[src/rtl/glitch_pulser.sv]
// ---------------------------------------------------------------------------
// glitch_pulser: armed single-shot glitch generator; delay in timebase ticks, width in clk cycles. Rev 1.0
// Define GLITCH_TRIG_SYNC_EN to pass the trigger through a 2-flop synchronizer.
// ---------------------------------------------------------------------------
`default_nettype none

module glitch_pulser #(
  parameter int BITS      = 16,
  parameter int SHOT_BITS = 8
) (
  input  logic                 clk,
  input  logic                 rst,
  input  logic                 tick_in,
  input  logic                 trigger,
  input  logic                 arm,
  input  logic                 abort,
  input  logic [BITS-1:0]      delay,
  input  logic [BITS-1:0]      width,
  output logic                 glitch,
  output logic                 busy,
  output logic                 done,
  output logic [SHOT_BITS-1:0] shots
);

  typedef enum logic [1:0] {
    S_IDLE  = 2'd0,
    S_ARMED = 2'd1,
    S_DELAY = 2'd2,
    S_PULSE = 2'd3
  } state_t;

  state_t               state_q, state_d;
  logic [BITS-1:0]      dly_q, dly_d;
  logic [BITS-1:0]      wid_q, wid_d;
  logic [BITS-1:0]      cnt_q, cnt_d;
  logic                 glitch_q, glitch_d;
  logic                 busy_q, busy_d;
  logic                 done_q, done_d;
  logic [SHOT_BITS-1:0] shots_q, shots_d;
  logic                 tick_q, trig_q;
  logic                 trig_s;
  logic                 tick_rise, trig_rise;

`ifdef GLITCH_TRIG_SYNC_EN
  logic trig_m_q, trig_s_q;

  always_ff @(posedge clk) begin
    if (rst) begin
      trig_m_q <= 1'b0;
      trig_s_q <= 1'b0;
    end else begin
      trig_m_q <= trigger;
      trig_s_q <= trig_m_q;
    end
  end

  assign trig_s = trig_s_q;
`else
  assign trig_s = trigger;
`endif

  // History flops reset low so an input already high at reset release reads as a rising edge.
  assign tick_rise = tick_in & ~tick_q;
  assign trig_rise = trig_s & ~trig_q;

  always_ff @(posedge clk) begin
    if (rst) begin
      state_q  <= S_IDLE;
      dly_q    <= '0;
      wid_q    <= '0;
      cnt_q    <= '0;
      glitch_q <= 1'b0;
      busy_q   <= 1'b0;
      done_q   <= 1'b0;
      shots_q  <= '0;
      tick_q   <= 1'b0;
      trig_q   <= 1'b0;
    end else begin
      state_q  <= state_d;
      dly_q    <= dly_d;
      wid_q    <= wid_d;
      cnt_q    <= cnt_d;
      glitch_q <= glitch_d;
      busy_q   <= busy_d;
      done_q   <= done_d;
      shots_q  <= shots_d;
      tick_q   <= tick_in;
      trig_q   <= trig_s;
    end
  end

  always_comb begin
    state_d  = state_q;
    dly_d    = dly_q;
    wid_d    = wid_q;
    cnt_d    = cnt_q;
    glitch_d = glitch_q;
    busy_d   = busy_q;
    done_d   = 1'b0;
    shots_d  = shots_q;

    if (abort) begin
      state_d  = S_IDLE;
      glitch_d = 1'b0;
      busy_d   = 1'b0;
    end else begin
      case (state_q)
        S_IDLE: begin
          if (arm) begin
            dly_d   = delay;
            wid_d   = (width == '0) ? BITS'(1) : width;
            state_d = S_ARMED;
            busy_d  = 1'b1;
          end
        end
        S_ARMED: begin
          if (trig_rise) begin
            if (dly_q == '0) begin
              state_d  = S_PULSE;
              glitch_d = 1'b1;
              cnt_d    = wid_q;
            end else begin
              state_d = S_DELAY;
              cnt_d   = dly_q;
            end
          end
        end
        S_DELAY: begin
          if (tick_rise) begin
            if (cnt_q == BITS'(1)) begin
              state_d  = S_PULSE;
              glitch_d = 1'b1;
              cnt_d    = wid_q;
            end else begin
              cnt_d = cnt_q - BITS'(1);
            end
          end
        end
        S_PULSE: begin
          // Counter loaded with the width on entry, so the pulse spans exactly wid_q cycles.
          if (cnt_q == BITS'(1)) begin
            state_d  = S_IDLE;
            glitch_d = 1'b0;
            busy_d   = 1'b0;
            done_d   = 1'b1;
            shots_d  = shots_q + SHOT_BITS'(1);
            cnt_d    = '0;
          end else begin
            cnt_d = cnt_q - BITS'(1);
          end
        end
        default: begin
          state_d = S_IDLE;
        end
      endcase
    end
  end

  assign glitch = glitch_q;
  assign busy   = busy_q;
  assign done   = done_q;
  assign shots  = shots_q;

endmodule

`default_nettype wire

[config.mk]
export PLATFORM = sky130hd
export DESIGN_NAME = glitch_pulser
export DESIGN_NICKNAME = d
export VERILOG_FILES = /design/src/rtl/glitch_pulser.sv
export SDC_FILE = /design/constraint.sdc
export NUM_CORES = 1
export LEC_CHECK = 0
export ABC_AREA = 1
export CAP_MARGIN = 20
export CORE_ASPECT_RATIO = 1.25
export CORE_MARGIN = 3
export CORE_UTILIZATION = 55
export DETAILED_ROUTE_END_ITERATION = 8
export GPL_TIMING_DRIVEN = 0
export PLACE_DENSITY = 0.8
export SYNTH_ARGS = -nofsm -noshare
export SYNTH_HDL_FRONTEND = slang
export SYNTH_SLANG_ARGS = --single-unit
[constraint.sdc]
create_clock -name clk -period 1.9 [get_ports clk]
set_input_delay 0.285 -clock clk [delete_from_list [all_inputs] [get_ports clk]]
set_output_delay 0.285 -clock clk [all_outputs]
set_load 0.005 [all_outputs]
==> out/metrics.cfg, run 1 <==
[grt]
grt_usage_pct=26.7
grt_pass1_wl_mm=15.8
grt_pass1_vias=3445
antenna_found_initial=0
grt_max_degree=12
overflow=0

[cts]
clock_latency_ns=0.34
cts_sinks=63
cts_max_level=3
path_clk_slew_ns=0.07
cts-root-buf=clkbuf_8
cts_buffers=9
cts_max_path_buffers=2
ctsHoldBuffers=0
cts_tree=done

[sta]
worst_pin_slew_ns=0.553
fin_ws_ns=0.0992
finalClockSkew_ns=0.00588
holdWs_ns=0.425
clock.fmax_ghz=0.555
hold_viol=0
relSlewSlack_pct=63.1
slew_violations=0
period_minus_slack_ns=1.80
totalNegativeSetupSlack_ns=0
setup_violations=0
period_share_pct=94.8

[synthesis]
synth_area_leader_cell=dfxtp_1
yosysTopAreaCellShare_pct=35.6
synthAdderAreaFrac_pct=2.47
ys_ff_latch=63
ys_async_sr_fraction_pct=0
yosysSeqAreaShare_pct=35.6
synth_cells=530
synth_nets=575
synth_top_family_by_area=simple AND/OR/NAND/NOR gates
postSynthAreaPerCell_sq_um=6.68
synthDistinctLibCells=31
synth-edff-count=0
synth-main-ff-cell=dfxtp_1
synth-compound-area-share_pct=15.5
yosys_warnings=0
synth-simple-area-share_pct=35.3
synthMuxAreaShare_pct=0
synth-xor-area-share_pct=1.98
synth.area.top_cells=dfxtp_1 (36%), nand2_1 (11%), nor2_1 (8.3%), nand3_1 (7.6%), o21ai_0 (7.6%)
syn-cell-area_sq_mm=0.00354

[die]
rows=32
die_x_microns=77.8
die_y_microns=95.7
num_io_pins=49
core_area_sq_mm=0.00621
die-area_sq_mm=0.00744
start_util_pct=57.1

[finish]
instances_no_fill=685
fin_util_pct=70.8
syn_to_final_growth_pct=24.2
final_common_cell=nand2_1
layout_common_cells=nand2_1 (100), nor2_1 (78), dfxtp_1 (62), inv_1 (55)
fill_cells=541
final_nets=641
drive_above_1_share_pct=11.3
insertedDiodeCount=0
fin_area_sq_mm=0.00440

[drt]
vias=3705
postRouteAntennaNets=0
wl_per_cell_microns=13.9
drt_iter0_markers=420
drt-pass1-iter-count=5
drc=0
wl_mm=9.54
via_per_inst=5.41

[power]
power_frac_clock_pct=29.8
intPower_mw=2.45
swShare_pct=35.2
irDropWorstVdd_mv=0.443
power.switching_mw=1.33
p_total_mw=3.78
power_frac_seq_pct=39.9
p_per_area_mw_per_mm2=860
p_leak_nw=1.95
comb_power_share_pct=30.3

[critical_path]
critPathSlowestCell=dfxtp_4
critPathMostFrequentCell=nand2_1
critPathLaunch=state_q[0]
critPathKind=register to register
critPathTopFamily=simple AND/OR/NAND/NOR gates
cp.arrival_ns=2.03
start_kind=register
cp_slowest_stage_delay_ns=0.37
cp.buffers_inverters=3
path_cells=inv_1 -> ha_1 -> buf_4 -> o21ai_2 -> nand2_1 -> nor3_4 -> buf_6 -> nand2_1 -> a21oi_2 -> a21oi_1
required_ns=2.13
crit_fanout=8
worstReg2RegStart=state_q[0]
crit_path_end_kind=register

[min_path]
min_path_type=input pin to register
min_from=rst

[place]
placed_cell_area_sq_mm=0.00412
place_hpwl_mm=7.27
dpl.cell_count=662
pre_cts_slack_ns=-0.269
port_buffers=47
place_congestion=0.923

[job]
maxCapViolCount=0

[status]
outcome=completed

## path summary, 6_finish.rpt
check | to | slack, ns | cells past startpoint
setup / recovery | cnt_q[0] | 0.1 | 10
hold / removal | cnt_q[6] | 0.43 | 4
setup reg to reg | cnt_q[0] | 0.1 | 10
hold reg to reg | busy | 0.46 | 2
## layer usage
layer  part of all wire, %  GRT usage [%]  up-vias  wire (microns)
met2                    49           45.3      153            4690
li1                      -              -     1863               -
met1                    42           33.3     1657            3970
met3                   6.4           4.49       32             606
met5                     0              0        -               0
met4                   2.9           12.2        0             276
## flip-flops by register name (all words and copies together), names as in the netlist
name	flops
shots	8
done	1
wid_q	16
busy	1
glitch	1
trig_q	1
cnt_q	16
dly_q	16
tick_q	1
state_q	2
## timing repair
action / CTS / global route
endpoints found under the hold margin: 0 / 0
gates resized for setup: 3 / 11
pin swaps: 1 / 5
endpoints found under the setup margin: 16 / 50
buffers inserted: 1 / 7
## worst min-delay path, stage by stage
cell	delay, ns
clkbuf_1	0.19
a21oi_1	0.16
nand2_1	0.06
inv_1	0.04
## cells in the mapped netlist, drive strengths merged (6+ instances only)
cell	instances
nand2	103
nor2	92
dfxtp	63
inv	60
o21ai	59
nand3	57
a21oi	43
buf	9
clkbuf	8
ha	7
nand4	6
## area by class of cell
type	count	area, sq um	area share (%)
repair buffers	55	534	12.2
flip-flops and latches	63	1260	28.8
well taps	85	106	2.42
inverters	60	225	5.12
plain buffers	17	109	2.48
multi-input cells	390	1970	44.8
clock inverters	6	62.6	1.42
clock buffers	9	124	2.82
## cell families after synthesis
family / count (synthesis)
simple gates: 269
fa+ha+maj: 7
compound gates: 106
buf+inv: 77
xor+xnor: 8
flops: 63
## power by group through the flow
stage	registers, mW	clock network, mW	logic, mW
after floorplan	1.51	0	0.796
after global placement	1.53	0	1.07
after detailed placement	1.54	0	1.09
after CTS	1.51	1.13	1.10
after global routing	1.52	1.19	1.28
final	1.51	1.13	1.14
Note: power is estimated with default switching activity, not from simulation.
==> inputs of run 2 (changes only) <==
--- a/config.mk
+++ b/config.mk
@@ -5,11 +5,9 @@
 export SDC_FILE = /design/constraint.sdc
 export NUM_CORES = 1
 export LEC_CHECK = 0
-export ABC_AREA = 1
 export CAP_MARGIN = 20
-export CORE_ASPECT_RATIO = 1.25
-export CORE_MARGIN = 3
-export CORE_UTILIZATION = 55
+export CORE_MARGIN = 4
+export CORE_UTILIZATION = 54
 export DETAILED_ROUTE_END_ITERATION = 8
 export GPL_TIMING_DRIVEN = 0
 export PLACE_DENSITY = 0.8
==> run 2 against run 1 <==
Effect of this change: the flow now finishes with violations (negative setup slack); sequential share of layout area shrank 0.086 points; critical path type unchanged; via count is 3.2% lower; synthesized area decreased by 9.2%; synthesized cell count down 24%; largest power group unchanged.
==> out/metrics.cfg, run 2 <==
[die]
start_util_pct=57.0
rows=27
core_area_sq_mm=0.00564
die_x_microns=85.2
num_io_pins=49
die-area_sq_mm=0.00726
die_y_microns=85.2

[critical_path]
required_ns=2.16
cp_slowest_stage_delay_ns=0.42
cp.buffers_inverters=0
crit_fanout=5
critPathTopFamily=simple AND/OR/NAND/NOR gates
critPathSlowestCell=nor4_4
cp.arrival_ns=2.23
path_cells=nor4_4 -> and3_2 -> nand4_1 -> or3_1 -> a21oi_1
crit_path_end_kind=register
start_kind=register
critPathKind=register to register

[synthesis]
yosysTopAreaCellShare_pct=39.2
synth-edff-count=0
synth_cells=405
synthTopCellsByCount=nand2_1 (83), dfxtp_1 (63), a21oi_1 (52), clkbuf_1 (19), o21ai_0 (19)
synth_area_leader_cell=dfxtp_1
postSynthAreaPerCell_sq_um=7.94
syn-cell-area_sq_mm=0.00322
ys_ff_latch=63
yosysMostFrequentCell=nand2_1
yosysSeqAreaShare_pct=39.2
synth_nets=450
synthDistinctLibCells=58
synth-main-ff-cell=dfxtp_1
yosys_warnings=0
synth.area.top_cells=dfxtp_1 (39%), nand2_1 (9.7%), a21oi_1 (8.1%), o21ai_0 (3.0%), ha_1 (2.7%)
ys_async_sr_fraction_pct=0

[finish]
layout_common_cells=nand2_1 (82), dfxtp_1 (59), a21oi_1 (49), clkdlybuf4s50_1 (48)
instances_no_fill=560
insertedDiodeCount=0
drive_above_1_share_pct=20.1
final_nets=528
final_common_cell=nand2_1
top_regs=cnt_q: 16 flops, dly_q: 16 flops, wid_q: 16 flops
syn_to_final_growth_pct=37.2

[cts]
cts_sinks=63
cts_tree=done
ctsHoldBuffers=0
cts_buffers=9
path_clk_slew_ns=0.07
cts-root-buf=clkbuf_8
cts_max_level=3
cts_max_path_buffers=2
clock_latency_ns=0.33

[place]
place_hpwl_mm=6.97
place_congestion=1.01
dpl.cell_count=525
port_buffers=48

[drt]
wl_per_cell_microns=18.9
drt-pass1-iter-count=7
drt_iter0_markers=644
via_per_inst=6.40
wl_mm=10.6
drc=0
postRouteAntennaNets=0
vias=3585

[status]
violations=negative setup slack
outcome=finished with violations

[sta]
hold_viol=0
rsz0062_at_grt=true
period_share_pct=103
finalClockSkew_ns=0.00799
clock.fmax_ghz=0.509
relSlewSlack_pct=59.2
setup_violations=6
slew_violations=0
worst_pin_slew_ns=0.612
holdWs_ns=0.467
period_minus_slack_ns=1.97
fin_ws_ns=-0.0661
totalNegativeSetupSlack_ns=-0.182

[grt]
grt_max_degree=12
grt_pass1_wl_mm=15.1
antenna_found_initial=0
grt_usage_pct=26.2
grt_pass1_vias=3097
overflow=0

[power]
irDropWorstVdd_mv=0.537
p_total_mw=3.40
p_per_area_mw_per_mm2=770
p_leak_nw=1.59

[job]
maxCapViolCount=0

[min_path]
min_path_type=register to register

## run 2: per-stage QoR
stage | util, % | worst slack [ns] | cell area (sq um)
after CTS | 73.1 | -0.00656 | 4120
after floorplan | - | 0.0686 | 3220
final | 78.2 | -0.0661 | 4410
after global routing | 78.2 | -0.113 | 4410
after global placement | 67.1 | -0.412 | 3790
after detailed placement | 67.1 | -0.455 | 3790
## run 2: final timing paths
kind | from | end | slack (ns) | depth (start not counted)
setup reg to reg | cnt_q[11] | shots[4] | -0.07 | 5
hold / removal | wid_q[4] | wid_q[4] | 0.47 | 2
hold reg to reg | wid_q[4] | wid_q[4] | 0.47 | 2
setup / recovery | cnt_q[11] | shots[4] | -0.07 | 5
## run 2: cells by family (layout without fill, tap and decap cells)
group,Yosys count,count (layout),share of synthesized area (%)
XOR/XNOR,5,5,1.36
buffers and inverters,37,119,5.06
multiplexers,2,2,0.622
AO/OA/AOI/OAI,125,125,24.7
flip-flops,63,63,39.2
adder cells (fa/ha/maj),7,7,2.72
AND/OR/NAND/NOR,166,167,26.4
## run 2: worst register-to-register path: cells and delay by family, from the launching register on
kind / cells / cell delay [ns]
AND/OR/NAND/NOR: 4 / 1.39
flip-flops: 1 / 0.35
AO/OA/AOI/OAI: 1 / 0.16
## run 2: cell type report
cell class	instances	area, sq um
inverter	11	46.3
multi-input combinational	306	1970
tap	72	90.1
sequential	63	1270
clock inverter	5	81.3
buffer	24	161
clock buffer	11	141
timing repair buffer	68	654
fill	399	1230
## run 2: layer usage
metal  wire [microns]  part of all wire [%]  track usage (%)
met1             4450                    42             36.0
met2             4760                    45             39.6
met3              962                   9.1             6.60
met4              438                   4.1             9.50
met5                0                     0                0
## run 2: timing repair
| item | 4_1_cts | 5_1_grt |
|---|---|---|
| cloned | 0 | 2 |
| endpoints found under the setup margin | 50 | 55 |
| pin swaps | 5 | 24 |
| resized for setup | 32 | 46 |
| setup buffers | 5 | 14 |
## run 2: power by group
part           internal (mW)  switching [mW]
Sequential              1.37          0.0553
Clock                  0.775           0.536
Combinational          0.296           0.364
Total                   2.44           0.956
==> inputs of run 3 (changes only) <==
==> constraint.sdc (replaced) <==
create_clock -name clk -period 2.15 [get_ports clk]
set_input_delay 0.3225 -clock clk [delete_from_list [all_inputs] [get_ports clk]]
set_output_delay 0.3225 -clock clk [all_outputs]
set_load 0.005 [all_outputs]
==> run 3 against run 2 <==
Effect of this change: the run now ends clean; via count fell by 5.7%; combinational power fell by 27%; critical path depth rose by 4; sequential power fell by 12%; cell count fell by 3.2%; utilization fell by 6.3 points; worst setup slack improved by 0.13 ns; clock skew rose by 0.0013 ns; register-to-register slack improved by 0.13 ns; fmax fell by 5.8%; final area fell by 8.0%; highest routed layer unchanged.
==> out/metrics.cfg, run 3 (synthesis results as in run 2) <==
[status]
outcome=completed

[sta]
hold_viol=0
worst_pin_slew_ns=0.548
period_share_pct=97.0
period_minus_slack_ns=2.09
fin_ws_ns=0.0635
relSlewSlack_pct=62.5
clock.fmax_ghz=0.479
slew_violations=0
finalClockSkew_ns=0.00926
setup_violations=0

[critical_path]
required_ns=2.35
cp_slowest_stage_delay_ns=0.32
crit_path_end_kind=register
crit_fanout=10
critPathSlowestCell=dfxtp_1
path_cells=inv_1 -> ha_1 -> nor4b_4 -> and4_1 -> buf_6 -> clkbuf_4 -> nor3_1 -> a311oi_1 -> a211oi_1
rr_worst_depth=9
critPathKind=register to register
cp.arrival_ns=2.29
start_kind=register

[place]
pre_cts_slack_ns=-0.243
place_congestion=1.01
port_buffers=48
place_hpwl_mm=6.97

[cts]
cts_buffers=9
cts_max_level=3
path_clk_slew_ns=0.07
clock_latency_ns=0.34
cts_tree=done
cts-root-buf=clkbuf_8
cts_sinks=63
ctsHoldBuffers=0
cts_max_path_buffers=2

[drt]
wl_mm=9.52
drc=0
drt_iter0_markers=499
postRouteAntennaNets=0
drt-pass1-iter-count=7
vias=3380
via_per_inst=6.24
wl_per_cell_microns=17.6

[grt]
overflow=0
grt_usage_pct=25.7
grt_pass1_wl_mm=14.9
grt_pass1_vias=3034
grt_max_degree=12
antenna_found_initial=0

[finish]
top_regs=cnt_q: 16 flops, dly_q: 16 flops, wid_q: 16 flops
syn_to_final_growth_pct=26.2
final_nets=510
final_common_cell=nand2_1
drive_above_1_share_pct=10.2
layout_common_cells=nand2_1 (82), dfxtp_1 (62), a21oi_1 (52), clkdlybuf4s50_1 (48), o21ai_0 (19)
insertedDiodeCount=0

[power]
irDropWorstVdd_mv=0.430
p_total_mw=2.90
p_leak_nw=1.46
p_per_area_mw_per_mm2=713

[min_path]
min_path_type=register to register
whs_path_depth=2

[die]
core_area_sq_mm=0.00564
rows=27
start_util_pct=57.0
die_x_microns=85.2
die_y_microns=85.2
die-area_sq_mm=0.00726
num_io_pins=49

[job]
maxCapViolCount=0

-- run 3: cell types whose count changed in the layout (fill, tap and decap cells not counted), moves of 4 or more --
cell,previous run,this run
buf_6,7,2
buf_4,18,3
clkbuf_1,9,16
nor2_1,13,17
-- run 3: where the power goes --
group          internal (mW)  switching [mW]
sequential              1.21          0.0454
combinational          0.207           0.272
clock                  0.685           0.475
-- run 3: routing by layer --
metal	global-route usage (%)	vias to the layer above	wire, microns
met3	5.92	39	930
met1	36.4	1536	4210
met4	8.92	0	231
met5	0	-	0
li1	-	1608	-
met2	38.1	197	4150
-- run 3: worst max-delay path, delay by kind of cell, from the launching register on --
family,cells,cell delay (ns)
fa+ha+maj,1,0.17
simple gates,3,0.57
flops,1,0.32
compound gates,2,0.43
buf+inv,3,0.46
-- run 3: final cells by class --
type | instances | area, sq um
multi-input cells | 305 | 1820
fillers | 450 | 1580
flip-flops and latches | 63 | 1260
repair buffers | 49 | 488
clock buffers | 11 | 141
plain buffers | 26 | 134
well taps | 72 | 90.1
clock inverters | 5 | 81.3
inverters | 11 | 41.3
-- run 3: worst paths after layout --
| kind | from | end | slack [ns] |
|---|---|---|---|
| worst max-delay path | cnt_q[1] | cnt_q[10] | 0.06 |
| worst min-delay path | wid_q[2] | wid_q[2] | 0.47 |
| worst max register to register | cnt_q[1] | cnt_q[10] | 0.06 |
| worst min register to register | wid_q[2] | wid_q[2] | 0.47 |
-- run 3: timing repair --
item | in CTS | in global routing
endpoints found under the setup margin | 11 | 15
gates resized for setup | 6 | 12
pin swaps | 0 | 3
buffers inserted | 0 | 1
-- run 3: per-stage QoR --
step / TNS [ns] / utilization [%] / hold WS (ns) / cell area (sq um) / std cells
after CTS: 0 / 71.3 / 0.469 / 4020 / 541
after detailed placement: -1.75 / 67.1 / 0.455 / 3790 / 525
after global routing: -0.0123 / 72.0 / 0.497 / 4060 / 542
final: 0 / 72.0 / 0.467 / 4060 / 542
after global placement: -1.63 / 67.1 / 0.449 / 3790 / 525
after floorplan: 0 / - / 0.402 / 3220 / 405
